==> src/rtl/tick_period_monitor.sv <==
// Measures edge-to-edge period of a slow tick in clk_in cycles,
// classifies it against EXPECTED+/-TOL and raises sticky error flags.
//
// Ports:
//   clk_in, rst_n              clock, async active-low reset
//   tick_in                    slow tick, asynchronous to clk_in
//   enable                     measurement enable (0 forces IDLE)
//   clear_err                  one-cycle clear of sticky flags
//   tick_pulse                 one-cycle pulse per synced rising edge
//   period / period_valid      last period and its update strobe
//   in_range                   last period within tolerance
//   too_fast/too_slow/timeout  sticky error flags
module tick_period_monitor #(
  parameter int CNT_W    = 27,
  parameter int EXPECTED = 40_000_000,
  parameter int TOL      = 400,
  parameter int TIMEOUT  = 80_000_000
) (
  input  logic             clk_in,
  input  logic             rst_n,
  input  logic             tick_in,
  input  logic             enable,
  input  logic             clear_err,
  output logic             tick_pulse,
  output logic [CNT_W-1:0] period,
  output logic             period_valid,
  output logic             in_range,
  output logic             too_fast,
  output logic             too_slow,
  output logic             timeout
);

  localparam logic [CNT_W-1:0] LO  = CNT_W'(EXPECTED - TOL);
  localparam logic [CNT_W-1:0] HI  = CNT_W'(EXPECTED + TOL);
  localparam logic [CNT_W-1:0] TMO = CNT_W'(TIMEOUT);
  localparam logic [CNT_W-1:0] ONE = CNT_W'(1);

  typedef enum logic [1:0] {
    S_IDLE,
    S_ARM,
    S_MEAS
  } state_t;

  logic sync1_q, sync2_q, prev_q, pulse_q;
  logic tick_edge;

  state_t           state_q, state_d;
  logic [CNT_W-1:0] cnt_q, cnt_d;
  logic [CNT_W-1:0] period_q, period_d;
  logic             pv_q, pv_d;
  logic             inr_q, inr_d;
  logic             fast_q, fast_d;
  logic             slow_q, slow_d;
  logic             tmo_q, tmo_d;

  // Two sync flops, then a third stage holding the previous level.
  always_ff @(posedge clk_in or negedge rst_n) begin
    if (!rst_n) begin
      sync1_q <= 1'b0;
      sync2_q <= 1'b0;
      prev_q  <= 1'b0;
      pulse_q <= 1'b0;
    end else begin
      sync1_q <= tick_in;
      sync2_q <= sync1_q;
      prev_q  <= sync2_q;
      pulse_q <= tick_edge;
    end
  end

  assign tick_edge = sync2_q & ~prev_q;

  always_comb begin
    state_d  = state_q;
    cnt_d    = cnt_q;
    period_d = period_q;
    pv_d     = 1'b0;
    inr_d    = inr_q;
    // Clear first so a same-cycle set below wins.
    fast_d   = fast_q & ~clear_err;
    slow_d   = slow_q & ~clear_err;
    tmo_d    = tmo_q & ~clear_err;
    if (!enable) begin
      state_d = S_IDLE;
      cnt_d   = '0;
    end else begin
      unique case (state_q)
        S_IDLE: begin
          state_d = S_ARM;
          cnt_d   = '0;
        end
        S_ARM: begin
          if (tick_edge) begin
            state_d = S_MEAS;
            cnt_d   = ONE;
          end
        end
        S_MEAS: begin
          if (tick_edge) begin
            period_d = cnt_q;
            pv_d     = 1'b1;
            cnt_d    = ONE;
            inr_d    = (cnt_q >= LO) && (cnt_q <= HI);
            if (cnt_q < LO) fast_d = 1'b1;
            if (cnt_q > HI) slow_d = 1'b1;
          end else if (cnt_q == TMO) begin
            tmo_d   = 1'b1;
            inr_d   = 1'b0;
            state_d = S_ARM;
            cnt_d   = '0;
          end else begin
            cnt_d = cnt_q + ONE;
          end
        end
        default: begin
          state_d = S_IDLE;
          cnt_d   = '0;
        end
      endcase
    end
  end

  always_ff @(posedge clk_in or negedge rst_n) begin
    if (!rst_n) begin
      state_q  <= S_IDLE;
      cnt_q    <= '0;
      period_q <= '0;
      pv_q     <= 1'b0;
      inr_q    <= 1'b0;
      fast_q   <= 1'b0;
      slow_q   <= 1'b0;
      tmo_q    <= 1'b0;
    end else begin
      state_q  <= state_d;
      cnt_q    <= cnt_d;
      period_q <= period_d;
      pv_q     <= pv_d;
      inr_q    <= inr_d;
      fast_q   <= fast_d;
      slow_q   <= slow_d;
      tmo_q    <= tmo_d;
    end
  end

  assign tick_pulse   = pulse_q;
  assign period       = period_q;
  assign period_valid = pv_q;
  assign in_range     = inr_q;
  assign too_fast     = fast_q;
  assign too_slow     = slow_q;
  assign timeout      = tmo_q;

endmodule

==> config.mk <==
export PLATFORM = sky130hd
export DESIGN_NAME = tick_period_monitor
export DESIGN_NICKNAME = d
export VERILOG_FILES = /design/src/rtl/tick_period_monitor.sv
export SDC_FILE = /design/constraint.sdc
export NUM_CORES = 1
export LEC_CHECK = 0
export ABC_AREA = 1
export CAP_MARGIN = 20
export CORE_MARGIN = 2
export CORE_UTILIZATION = 40
export CTS_BUF_LIST = sky130_fd_sc_hd__clkbuf_16
export DETAILED_ROUTE_END_ITERATION = 16
export GPL_TIMING_DRIVEN = 0
export PLACE_DENSITY_LB_ADDON = 0.08
export SLEW_MARGIN = 20
export SYNTH_ARGS = -nofsm -noshare
export SYNTH_HDL_FRONTEND = slang
export SYNTH_SLANG_ARGS = --single-unit
==> constraint.sdc <==
create_clock -name clk_in -period 1.6 [get_ports clk_in]
set_input_delay 0.16 -clock clk_in [delete_from_list [all_inputs] [get_ports clk_in]]
set_output_delay 0.16 -clock clk_in [all_outputs]
set_load 0.05 [all_outputs]
# == After elaboration in Yosys (flattened, before gate mapping) ==
# Cells that the tools add are included.
# classes
n_eq_ne,6
div,0
add_sub_neg,1
reduce_logical,6
n_mux,27
order_cmp,4
multipliers,0
shifts,0
n_bitwise,6
# ops
operator,n
27-bit 2-to-1 mux,4
27-bit case mux with 2 select lines,1
27-bit by 1-bit adder with 27-bit output (second input constant),1
27-bit equality test (second input constant),1
27-bit by 26-bit >= comparator with 1-bit output (second input constant),1
27-bit by 26-bit > comparator with 1-bit output (second input constant),1
27-bit by 26-bit <= comparator with 1-bit output (second input constant),1
27-bit by 26-bit < comparator with 1-bit output (second input constant),1
1-bit 2-to-1 mux,17
3-bit inequality test (second input constant),3
3-bit AND reduction,3
2-bit 2-to-1 mux,4
2-bit case mux with 3 select lines,1
1-bit bitwise AND,4
2-bit by 1-bit equality test with 1-bit output (second input constant),1
2-bit equality test (second input constant),1
2-bit logical NOT,1
1-bit NOT,2
2-bit nonzero test,1
1-bit logical AND,1
# word_totals
elab_cells,62
register_bits,65
latch_bits,0
out_inout_bits,33
mem_bits_rw,0
mem_count,0
rom_bits,0

# == Logic depth before layout (Yosys ltp) ==
# Gate-level depths: netlist (run 1).
# depth
ltp_word,6
depth_mapped,11
ltp_nobuf,11

# == Least setup slack after synthesis (run 1) ==
# OpenSTA, ideal clock, no wires.
# synth_path
path_type,reg2reg
startpoint,register cnt_q[0]
endpoint,register cnt_q[3]
required_ns,1.469
arrival_ns,1.434
path_slack_ns,0.036
n_path_buf,0
path_stages_with_launch,12
cell_sequence,dfrtp_1 > inv_1 > ha_1 > inv_1 > nor3_1 > nand2_1 > nor2_2 > nand2_4 > nand3_2 > nand2_2 > inv_4 > nor3_2
# synth_via
elab_chain_len,5
# synth_rtl
item,line,rtl
"start, declared",48,"logic [CNT_W-1:0] cnt_q, cnt_d;"
"start signal, assigned",135,cnt_q <= cnt_d;
27-bit by 1-bit adder with 27-bit output or 27-bit equality test (tied branches),"112, 106",
27-bit 2-to-1 mux (*),106,end else if (cnt_q == TMO) begin
27-bit 2-to-1 mux (*),99,if (tick_edge) begin
27-bit case mux with 2 select lines (*),87,unique case (state_q)
27-bit 2-to-1 mux (*),83,if (!enable) begin
# Every way passes the cells marked *; elsewhere a longest branch is shown, timed or not.
# A chain may end at the register's enable or synchronous reset.

# == Final worst setup path (run 1) ==
# layout_path
startpoint,register cnt_q[1]
endpoint,register cnt_q[10]
# The elaborated chain is that of the path after synthesis.

==> metrics.md, run 1 <==
| Metric | Value |
|---|---|
| Sw power | 1.32 mW |
| Total GRT Usage | between 20% and 30% |
| Total power | 4.50 mW |
| Ant diodes | 0 |
| Highest Clock Rate | 589 MHz |
| DRT antenna net count | 0 |
| Initial antenna violation count | 0 |
| Clock latency on the worst-skew pair | 330 ps |
| RSZ-0062 raised after global routing | true |
| Final period utilization | 106% |
| Via/cell ratio | 5.20 |
| Starting Density | 41.5% |
| DR DRC count | 0 |
| CTS tree | built |
| Min Hold Slack | 243 ps |
| Register area | ~1600 um2 |
| Kind of critical path | reg2reg |
| Leakage power | ~2.2 nW |
| Worst vdd ir | 0.669 mV |
| # rows | 33 |
| Share of synthesized registers carrying an async set or reset | 100% |
| Failing checks | negative setup slack |
| Max Cap Viol | 0 |
| Warnings from Yosys | 0 |
| Main synth FF type | dfrtp_1 |
| Status | finished, violations left |
| Seq/Total Area, Yosys | 47.2% |
| Count leader, synth | nand2_1 |
| Fin nets | between 500 and 600 |
| Clock Power Share | 43.2% |
| Area after DPL | 3970 um2 |
| Clock Sinks | 65 |
| Die H | 96.8 um |
| Setup WS pre-CTS | -418 ps |
| Estimated wirelength of the detail-placed design | 7030 um |
| Starting DRT DRC Count | ~250 |
| Seq pwr share | 38.3% |
| CP max FO | 6 |
| Num CTS Buffers | 9 |
| Switching Share | a little under 30% |
| Combinational Power Share | 18.5% |
| Final setup vio count | 24 |
| Pre-Repair DR Iteration Count | 5 |
| Endpoint type of the worst setup path | flip-flop |
| Setup TNS | -549 ps |
| Syn_nets | 453 |
| Clock-pin transition on the worst setup and hold timing paths | 60 ps |
| CP Launch Type | flip-flop |
| CTS H-tree lvls | 3 |
| # port buffers | 37 |
| Synth cell types | 31 |
| Final min period | 1700 ps |
| Avg Cell Area, Syn | 7.76 um2 |
| Clk buf depth | 2 |
| Area delta synth->final | 38.4% |
| Internal power | ~3.2 mW |
| Clk_skew | 7.63 ps |
| CTS root buf | clkbuf_16 |
| Post-placement cell count | between 500 and 600 |
| Share of cells above drive strength 1 | approximately 28% |
| Crit path DAT | 1920 ps |
| Largest net degree at the start of global routing | 49 |
| Setup slack after layout | -96.8 ps |
| Die width | 96.8 um |
| Grt ovf | 0 |
| Synthesis-stage register bit count | 65 |
| PD cells | 943 nW/um2 |
| Gate Count Post-Synth | 444 |
| Multi-input logic area | 1830 um2 |
| Slew Viols, Final | 0 |
| Die ar. | 9380 um2 |
| Share of the synthesized area in the top cell type | 47.2% |
| Top cells by instance count after synthesis | nand2_1 (115), dfrtp_1 (65), inv_1 (44), nor2_1 (40), o21ai_0 (39) |
| Hold crit path type | in2async |
| Final Hold Fails | 0 |
| Core ar. | slightly above 8000 um2 |
| Post-Layout Cell Count | 629 |
| First-pass GRT wire length | 16400 um |
| Synth area leaders | dfrtp_1 (47%), nand2_1 (13%), o21ai_0 (5.7%) |
| Post-synth EDFFs | 0 |
| IO Count | 38 |
| Max transition margin | 68.0% |
| Vias in the first global route | 3176 |
| Fillers | 792 |
| Slew at the pin closest to its max-slew limit | between 400 and 500 ps |
| Yosys top cell by area | dfrtp_1 |
| Post-layout util | 57.5% |
| Final instance area | 4770 um2 |
| GPL Wtd Cong | approximately 0.9 |
| CP Data Required Time | 1820 ps |
| DRT Wirelength | approximately 10000 um |
| Cell Area, Synth | 3450 um2 |
| Drt wl/cell | approximately 16 um |
| Via count | 3272 |
[routing by layer]
metal,track usage [%],part of all wire [%],vias to the layer above,wire length (um)
li1,-,-,1605,-
met1,31.9,48,1560,4850
met2,32.7,45,90,4490
met3,3.40,4.8,17,488
met4,8.56,2.5,0,255
met5,0,0,-,0
[power by group through the flow]
stage / Combinational (mW) / Clock [mW] / Sequential [mW]
2_1_floorplan: 0.329 / 0 / 1.79
3_3_place_gp: 0.551 / 0 / 1.75
3_5_place_dp: 0.562 / 0 / 1.75
4_1_cts: 0.687 / 1.97 / 1.72
5_1_grt: 0.892 / 2.05 / 1.73
6_report: 0.832 / 1.94 / 1.72
[worst paths after layout]
path | startpoint | end | slack [ps] | depth (start not counted)
min in group clk_in | tick_in | sync1_q | 260 | 1
max reg2reg | cnt_q[1] | cnt_q[10] | -100 | 12
max in group asynchronous | rst_n | cnt_q[17] | 810 | 3
max | cnt_q[1] | cnt_q[10] | -100 | 12
min | rst_n | period[3] | 240 | 2
min reg2reg | sync1_q | sync2_q | 350 | 0
[area by class of cell]
class	instances	share of cell area (%)
plain buffers	9	1.34
clock buffers	9	4.72
clock inverters	7	1.49
inverters	55	4.90
multi-input cells	314	38.4
flip-flops and latches	65	34.2
well taps	105	2.75
repair buffers	64	12.0
repair inverters	1	0.236
[kinds of logic after synthesis]
logic type                 Yosys count  share of synthesized area [%]
xor gates and xnor gates             6                           1.52
DFF                                 65                           47.2
adders and majority gates            4                           1.45
and+or+nand+nor                    241                           32.7
AOI/OAI and AO/OA                   63                           9.47
buffers and inverters               65                           7.62
[worst max-delay path, cell delays in order (launching register included)]
cell	delay [ps]
dfrtp_1	400
inv_2	90
ha_4	130
inv_2	40
nor3_4	140
nand2_1	90
nor2_2	120
nand2_4	110
buf_4	150
nand3_2	80
nand3_1	80
nand2_1	90
inv_1	50
[placed cells by master (no fill, tap or decap), drive strengths merged]
cell and instances:
dlygate4sd2 33, xor2 6, clkinv 5, nor3 12
dlygate4sd3 1, a31oi 1, nand4 9, a21oi 15
a41oi 1, bufinv 1, nor4 6, nand3 42
clkbuf 12, nand2 121, a211oi 1, clkinvlp 3
o21ai 45, inv 54, clkdlybuf4s50 3, ha 4
nor2 51, dfrtp 65, buf 33
[timing repair]
item	in CTS	in global routing
cloned	1	0
endpoints found under the hold margin	17	0
resized for setup	62	82
pin swaps	10	21
setup buffers	13	16
hold buffers	1	0
setup endpoints to repair	91	58
Power figures use the tool's default switching activity.
==> run 2, diff against run 1 <==
Settings changed: ABC_AREA 1 to 0.
Clock period 1.6 ns to 1.8 ns, I/O delays scaled along.
==> metrics.md, run 2 <==
| Metric | Value |
|---|---|
| Status | finished, violations left |
| Failing checks | negative setup slack |
| Clock latency on the worst-skew pair | 330 ps (about the same) |
| Max Cap Viol | 0 (unchanged) |
| IO Count | 38 (unchanged) |
| Via/cell ratio | 5.29 (+1.8%) |
| Top cells by instance count after synthesis | nand2_1 (87), dfrtp_1 (65), nor2_1 (26), nand3_1 (18), clkbuf_1 (17) |
| Gate Count Post-Synth | 342 (-23%) |
| Vias in the first global route | 2539 (-20%) |
| GPL Wtd Cong | 0.786 (-13%) |
| PD cells | 771 nW/um2 (-18%) |
| Final period utilization | 122% (+16 points) |
| Flop-to-flop setup slack | -400 ps (-300 ps) |
| Initial antenna violation count | 0 (unchanged) |
| Share of synthesized registers carrying an async set or reset | 100% (unchanged) |
| CP Data Required Time | 2070 ps (+250 ps) |
| Synth cell types | 46 (+48%) |
| Die width | 92.4 um (-4.6%) |
| Highest Clock Rate | 454 MHz (-23%) |
| Grt ovf | 0 (unchanged) |
| Avg Cell Area, Syn | 9.13 um2 (+18%) |
| Slew at the pin closest to its max-slew limit | 586 ps (+111 ps) |
| Die H | 92.4 um (-4.6%) |
| Post-placement cell count | 481 (-18%) |
| First-pass GRT wire length | 13200 um (-19%) |
| Final Hold Fails | 0 (unchanged) |
| Final setup vio count | 33 (+38%) |
| Drt wl/cell | 15.9 um (-0.64%) |
| Setup slack after layout | -401 ps (-304 ps) |
| Final instance area | 4550 um2 (-4.6%) |
| Starting Density | 40.8% (-0.70 points) |
| Hold crit path type | in2reg |
| Core ar. | 7650 um2 (-7.9%) |
| Area after DPL | 3670 um2 (-7.6%) |
| Kind of critical path | reg2reg |
| Die ar. | 8530 um2 (-9.0%) |
| Worst vdd ir | 0.492 mV (-26%) |
| CTS tree | built |
| Leakage power | 2.00 nW (-9.1%) |
| Sw power | 858 uW (-35%) |
| Clk_skew | 6.82 ps (-0.813 ps) |
| Seq/Total Area, Yosys | 52.1% (+4.9 points) |
| CTS root buf | clkbuf_16 |
| Post-synth EDFFs | 0 (unchanged) |
| Seq pwr share | 42.7% (+4.4 points) |
| Slew Viols, Final | 0 (unchanged) |
| Clock-pin transition on the worst setup and hold timing paths | 60 ps (about the same) |
| Largest net degree at the start of global routing | 34 (-31%) |
| Syn_nets | 351 (-23%) |
| Synth area leaders | dfrtp_1 (52%), nand2_1 (10%), xor2_1 (3.9%) |
| Cell Area, Synth | 3120 um2 (-9.4%) |
| Total power | 3.51 mW (-22%) |
| CP max FO | 2 (-4) |
| Internal power | 2.65 mW (-17%) |
| DR DRC count | 0 (unchanged) |
| Fin nets | 424 (-20%) |
| CP Launch Type | flip-flop |
| RSZ-0062 raised after global routing | true |
| Switching Share | 24.5% (-5.0 points) |
| Area delta synth->final | 45.7% |
| Post-Layout Cell Count | 522 (-17%) |
| Count leader, synth | nand2_1 |
| Leading cell types in the layout, fill and taps excluded | nand2_1 (84), dfrtp_1 (56), clkdlybuf4s50_1 (35) |
| Starting DRT DRC Count | 157 (-38%) |
| Max transition margin | 60.9% (-7.1 points) |
| Combinational Power Share | 9.0% (-9.5 points) |
| Ant diodes | 0 (unchanged) |
| Final min period | 2200 ps (+504 ps) |
| Commonest non-fill, non-tap cell in the layout | nand2_1 |
| Num CTS Buffers | 9 (unchanged) |
| Share of the synthesized area in the top cell type | 52.1% (+4.9 points) |
| Estimated wirelength of the detail-placed design | 5150 um (-27%) |
| # port buffers | 36 (-2.7%) |
| Pre-Repair DR Iteration Count | 4 (-1) |
| Endpoint type of the worst setup path | flip-flop |
| Total GRT Usage | 20.1% (-1.8 points) |
| Clk buf depth | 2 (unchanged) |
| # rows | 32 (-3.0%) |
| Yosys top cell by area | dfrtp_1 |
| Synthesis-stage register bit count | 65 (unchanged) |
| Main synth FF type | dfrtp_1 |
| Clock Power Share | 48.4% (+5.2 points) |
| Via count | 2763 (-16%) |
| CTS H-tree lvls | 3 (unchanged) |
| Crit path DAT | 2470 ps (+550 ps) |
| Warnings from Yosys | 0 (unchanged) |
| DRT antenna net count | 0 (unchanged) |
| DRT Wirelength | 8320 um (-18%) |
| Clock Sinks | 65 (unchanged) |
| Share of cells above drive strength 1 | 30.0% (+1.6 points) |
## run 2: cell count changes after synthesis, moves of 7 or more
cell / previous run / this run
nand2_1: 115 / 87
inv_2: 8 / 0
inv_1: 44 / 13
nand3_1: 37 / 18
clkbuf_1: 6 / 17
nor2_1: 40 / 26
xor2_1: 6 / 14
o21ai_0: 39 / 9
and3_1: 0 / 7
## run 2: routing by layer
| metal | vias to the layer above | global-route usage (%) | part of all wire (%) |
|---|---|---|---|
| li1 | 1328 | - | - |
| met1 | 1341 | 27.1 | 43 |
| met2 | 76 | 31.6 | 50 |
| met3 | 18 | 3.25 | 4.6 |
| met4 | 0 | 9.95 | 2.5 |
| met5 | - | 0 | 0 |
## run 2: power by group through the flow
| stage | registers, mW | logic (mW) | clock network [mW] |
|---|---|---|---|
| floorplan | 1.55 | 0.0988 | 0 |
| global placement | 1.52 | 0.215 | 0 |
| detailed placement | 1.52 | 0.223 | 0 |
| CTS | 1.50 | 0.286 | 1.72 |
| global route | 1.50 | 0.335 | 1.79 |
| finish | 1.50 | 0.315 | 1.70 |
## run 2: critical path, stage by stage, from the launching register on
cell      delay (ps)
dfrtp_1          400
or4_4            550
or4_4            480
or4_4            420
o211ai_2         100
o2111a_1         190
## run 2: kinds of logic after synthesis
kind of cell	after synthesis	synth area share, %
fa+ha+maj	4	1.60
simple gates	183	28.4
xor+xnor	18	5.05
compound gates	35	7.49
mux	3	0.962
flops	65	52.1
buf+inv	34	4.41
## run 2: final timing paths
kind	from	end	cells past startpoint
worst max register to register	cnt_q[2]	in_range	5
max in group asynchronous	rst_n	cnt_q[3]	3
worst min register to register	sync1_q	sync2_q	0
min in group asynchronous	rst_n	period[11]	2
worst max-delay path	cnt_q[2]	in_range	5
worst min-delay path	tick_in	sync1_q	1
## run 2: stage by stage
stage | hold WS [ps] | util [%] | setup TNS [ps] | worst slack [ps]
floorplan | -116 | - | -5900 | -352
global placement | 334 | 47.8 | -128780 | -1660
detailed placement | 153 | 48.0 | -21270 | -602
CTS | 282 | 56.7 | -7970 | -374
global route | 309 | 59.5 | -11480 | -430
finish | 288 | 59.5 | -9570 | -401
## run 2: final cells by class
class / instances / area (um2)
fillers: 655 / 3100
multi-input cells: 243 / 1640
flip-flops and latches: 65 / 1640
repair buffers: 70 / 701
clock buffers: 9 / 225
well taps: 102 / 128
plain buffers: 12 / 90.1
inverters: 14 / 65.1
clock inverters: 7 / 61.3
## run 2: what timing repair did
item	4_1_cts	5_1_grt
buffers inserted	21	11
hold buffers	1	0
endpoints found under the setup margin	56	58
gates cloned	2	0
gates resized for setup	67	43
pin swaps	31	14
hold endpoints to repair	32	0
==> run 3, diff against run 2 <==
Settings changed: ABC_CLOCK_PERIOD_IN_PS set to 1800, CORE_UTILIZATION 40 to 32.
==> metrics.md, run 3 (synthesis results as in run 2) <==
| Metric | Value |
|---|---|
| Status | finished, violations left |
| Failing checks | negative setup slack |
| Slew Viols, Final | 0 (unchanged) |
| Crit path DAT | 2450 ps (-20 ps) |
| RSZ-0062 raised after global routing | true |
| Num CTS Buffers | 9 (unchanged) |
| Initial antenna violation count | 0 (unchanged) |
| Total GRT Usage | 16.6% (-3.5 points) |
| Clock Power Share | 48.0% (-0.4 points) |
| Die ar. | 10600 um2 (+24%) |
| Die H | 103 um (+11%) |
| # port buffers | 36 (unchanged) |
| Leakage power | 1.96 nW (-1.7%) |
| Top Usage Layer GRT | met2 |
| Clock Sinks | 65 (unchanged) |
| Fin nets | 418 (-1.4%) |
| IO Count | 38 (unchanged) |
| Vias in the first global route | 2577 (+1.5%) |
| Max Cap Viol | 0 (unchanged) |
| Hold crit path type | in2async |
| GPL Wtd Cong | 0.870 (+11%) |
| # rows | 36 (+13%) |
| CTS root buf | clkbuf_16 |
| Post-layout util | 45.2% (-14 points) |
| Ant diodes | 0 (unchanged) |
| Pre-Repair DR Iteration Count | 4 (unchanged) |
| PD cells | 794 nW/um2 (+3.0%) |
| CTS tree | built |
| DRT antenna net count | 0 (unchanged) |
| Largest net degree at the start of global routing | 54 (+59%) |
| DR DRC count | 0 (unchanged) |
| Met3 usage | 3.12% (-0.14 points) |
| Area delta synth->final | 39.5% |
| Share of cells above drive strength 1 | 20.8% (-9.2 points) |
| CP max FO | 10 (+8) |
| Sw power | 813 uW (-5.2%) |
| Final period utilization | 124% (+2.0 points) |
| Internal power | 2.65 mW (-0.12%) |
| Setup slack after layout | -437 ps (-35.6 ps) |
| Grt ovf | 0 (unchanged) |
| Endpoint type of the worst setup path | flip-flop |
| Seq pwr share | 43.3% (+0.6 points) |
| Leading cell types in the layout, fill and taps excluded | nand2_1 (86), dfrtp_1 (61), clkdlybuf4s50_1 (35) |
| Final Hold Fails | 0 (unchanged) |
| Switching Share | 23.5% (-0.95 points) |
| Starting DRT DRC Count | 106 (-32%) |
| Kind of critical path | reg2reg |
| Max transition margin | 62.4% (+1.5 points) |
| Via count | 2671 (-3.3%) |
| Post-Layout Cell Count | 547 (+4.8%) |
| CTS H-tree lvls | 3 (unchanged) |
| Worst vdd ir | 0.448 mV (-8.8%) |
| Clock latency on the worst-skew pair | 330 ps (about the same) |
| Final min period | 2240 ps (+35.6 ps) |
| Post-placement cell count | 512 (+6.4%) |
| Core ar. | 9640 um2 (+26%) |
| Clock-pin transition on the worst setup and hold timing paths | 50 ps (about the same) |
| Slew at the pin closest to its max-slew limit | 564 ps (-22.3 ps) |
| First-pass GRT wire length | 13300 um (+0.47%) |
| CP Data Required Time | 2010 ps (-60 ps) |
| Met2 Resource Use GR | 26.1% (-5.5 points) |
| Starting Density | 32.4% (-8.4 points) |
| DRT Wirelength | 8320 um (about the same) |
| Final setup vio count | 33 (unchanged) |
| Combinational Power Share | 8.7% (-0.3 points) |
| Clk_skew | 6.94 ps (+0.120 ps) |
| Via/cell ratio | 4.88 (-7.7%) |
| Commonest non-fill, non-tap cell in the layout | nand2_1 |
| Highest Clock Rate | 447 MHz (-1.6%) |
| Clk buf depth | 2 (unchanged) |
| Drt wl/cell | 15.2 um (-4.6%) |
| Die width | 103 um (+11%) |
| CP Launch Type | flip-flop |
| M1 GR Usage | 22.2% (-4.9 points) |
| Estimated wirelength of the detail-placed design | 5440 um (+5.6%) |
run 3: cell types whose count changed in the layout (fill, tap and decap cells not counted), sizes merged:
cell	delta
buf	-8
inv	+3
clkbuf	+2
clkinvlp	-2
clkinv	-1
run 3: area by class of cell:
class,instances,area [um2]
Inverter,14,55.1
Tap cell,133,166
Buffer,16,115
Fill cell,987,5280
Multi-Input combinational cell,243,1510
Timing Repair Buffer,60,597
Clock buffer,9,225
Clock inverter,7,53.8
Sequential cell,65,1630
run 3: final timing paths:
kind / from / end / slack (ps) / cells after the start
worst max-delay path: cnt_q[4] / in_range / -440 / 7
worst min-delay path: rst_n / period[11] / 240 / 2
worst max register to register: cnt_q[4] / in_range / -440 / 7
worst min register to register: sync1_q / sync2_q / 350 / 0
max in group asynchronous: rst_n / cnt_q[7] / 1040 / 3
min in group clk_in: tick_in / sync1_q / 290 / 1
run 3: critical path, stage by stage, from the launching register on:
cell and delay, ps:
dfrtp_1 360, clkbuf_8 160, or4b_4 500, nor4_4 330, buf_4 170, nand2_1 70, or3_4 380, o2111a_1 150
run 3: power by group through the flow:
| stage | combinational [mW] | clock, mW | sequential (mW) |
|---|---|---|---|
| 2_1_floorplan | 0.0988 | 0 | 1.55 |
| 3_3_place_gp | 0.220 | 0 | 1.52 |
| 3_5_place_dp | 0.229 | 0 | 1.52 |
| 4_1_cts | 0.265 | 1.71 | 1.50 |
| 5_1_grt | 0.329 | 1.77 | 1.50 |
| 6_report | 0.302 | 1.66 | 1.50 |
run 3: timing repair:
action,CTS,global route
hold endpoints to repair,20,0
setup endpoints to repair,61,53
cloned,1,1
gates resized for setup,39,21
hold buffers,1,0
setup buffers,13,7
pin swaps,7,5
run 3: per-layer routing:
metal  up-vias  share of wire (%)  routed length (um)
met1      1293                 47                3940
met4         0                2.4                 197
met3        18                2.9                 245
met2        49                 47                3930
li1       1311                  -                   -
met5         -                  0                   0
run 3: per-stage QoR:
step / worst slack, ps / instance area [um2] / total power [mW] / hold WS [ps] / TNS, ps
finish: -437 / 4360 / 3.46 / 239 / -10200
floorplan: -352 / 3170 / 1.65 / -116 / -5900
CTS: -415 / 4230 / 3.47 / 235 / -7230
global route: -486 / 4360 / 3.60 / 277 / -12270
global placement: -1760 / 3690 / 1.74 / 336 / -138250
detailed placement: -645 / 3720 / 1.75 / 43.5 / -25490
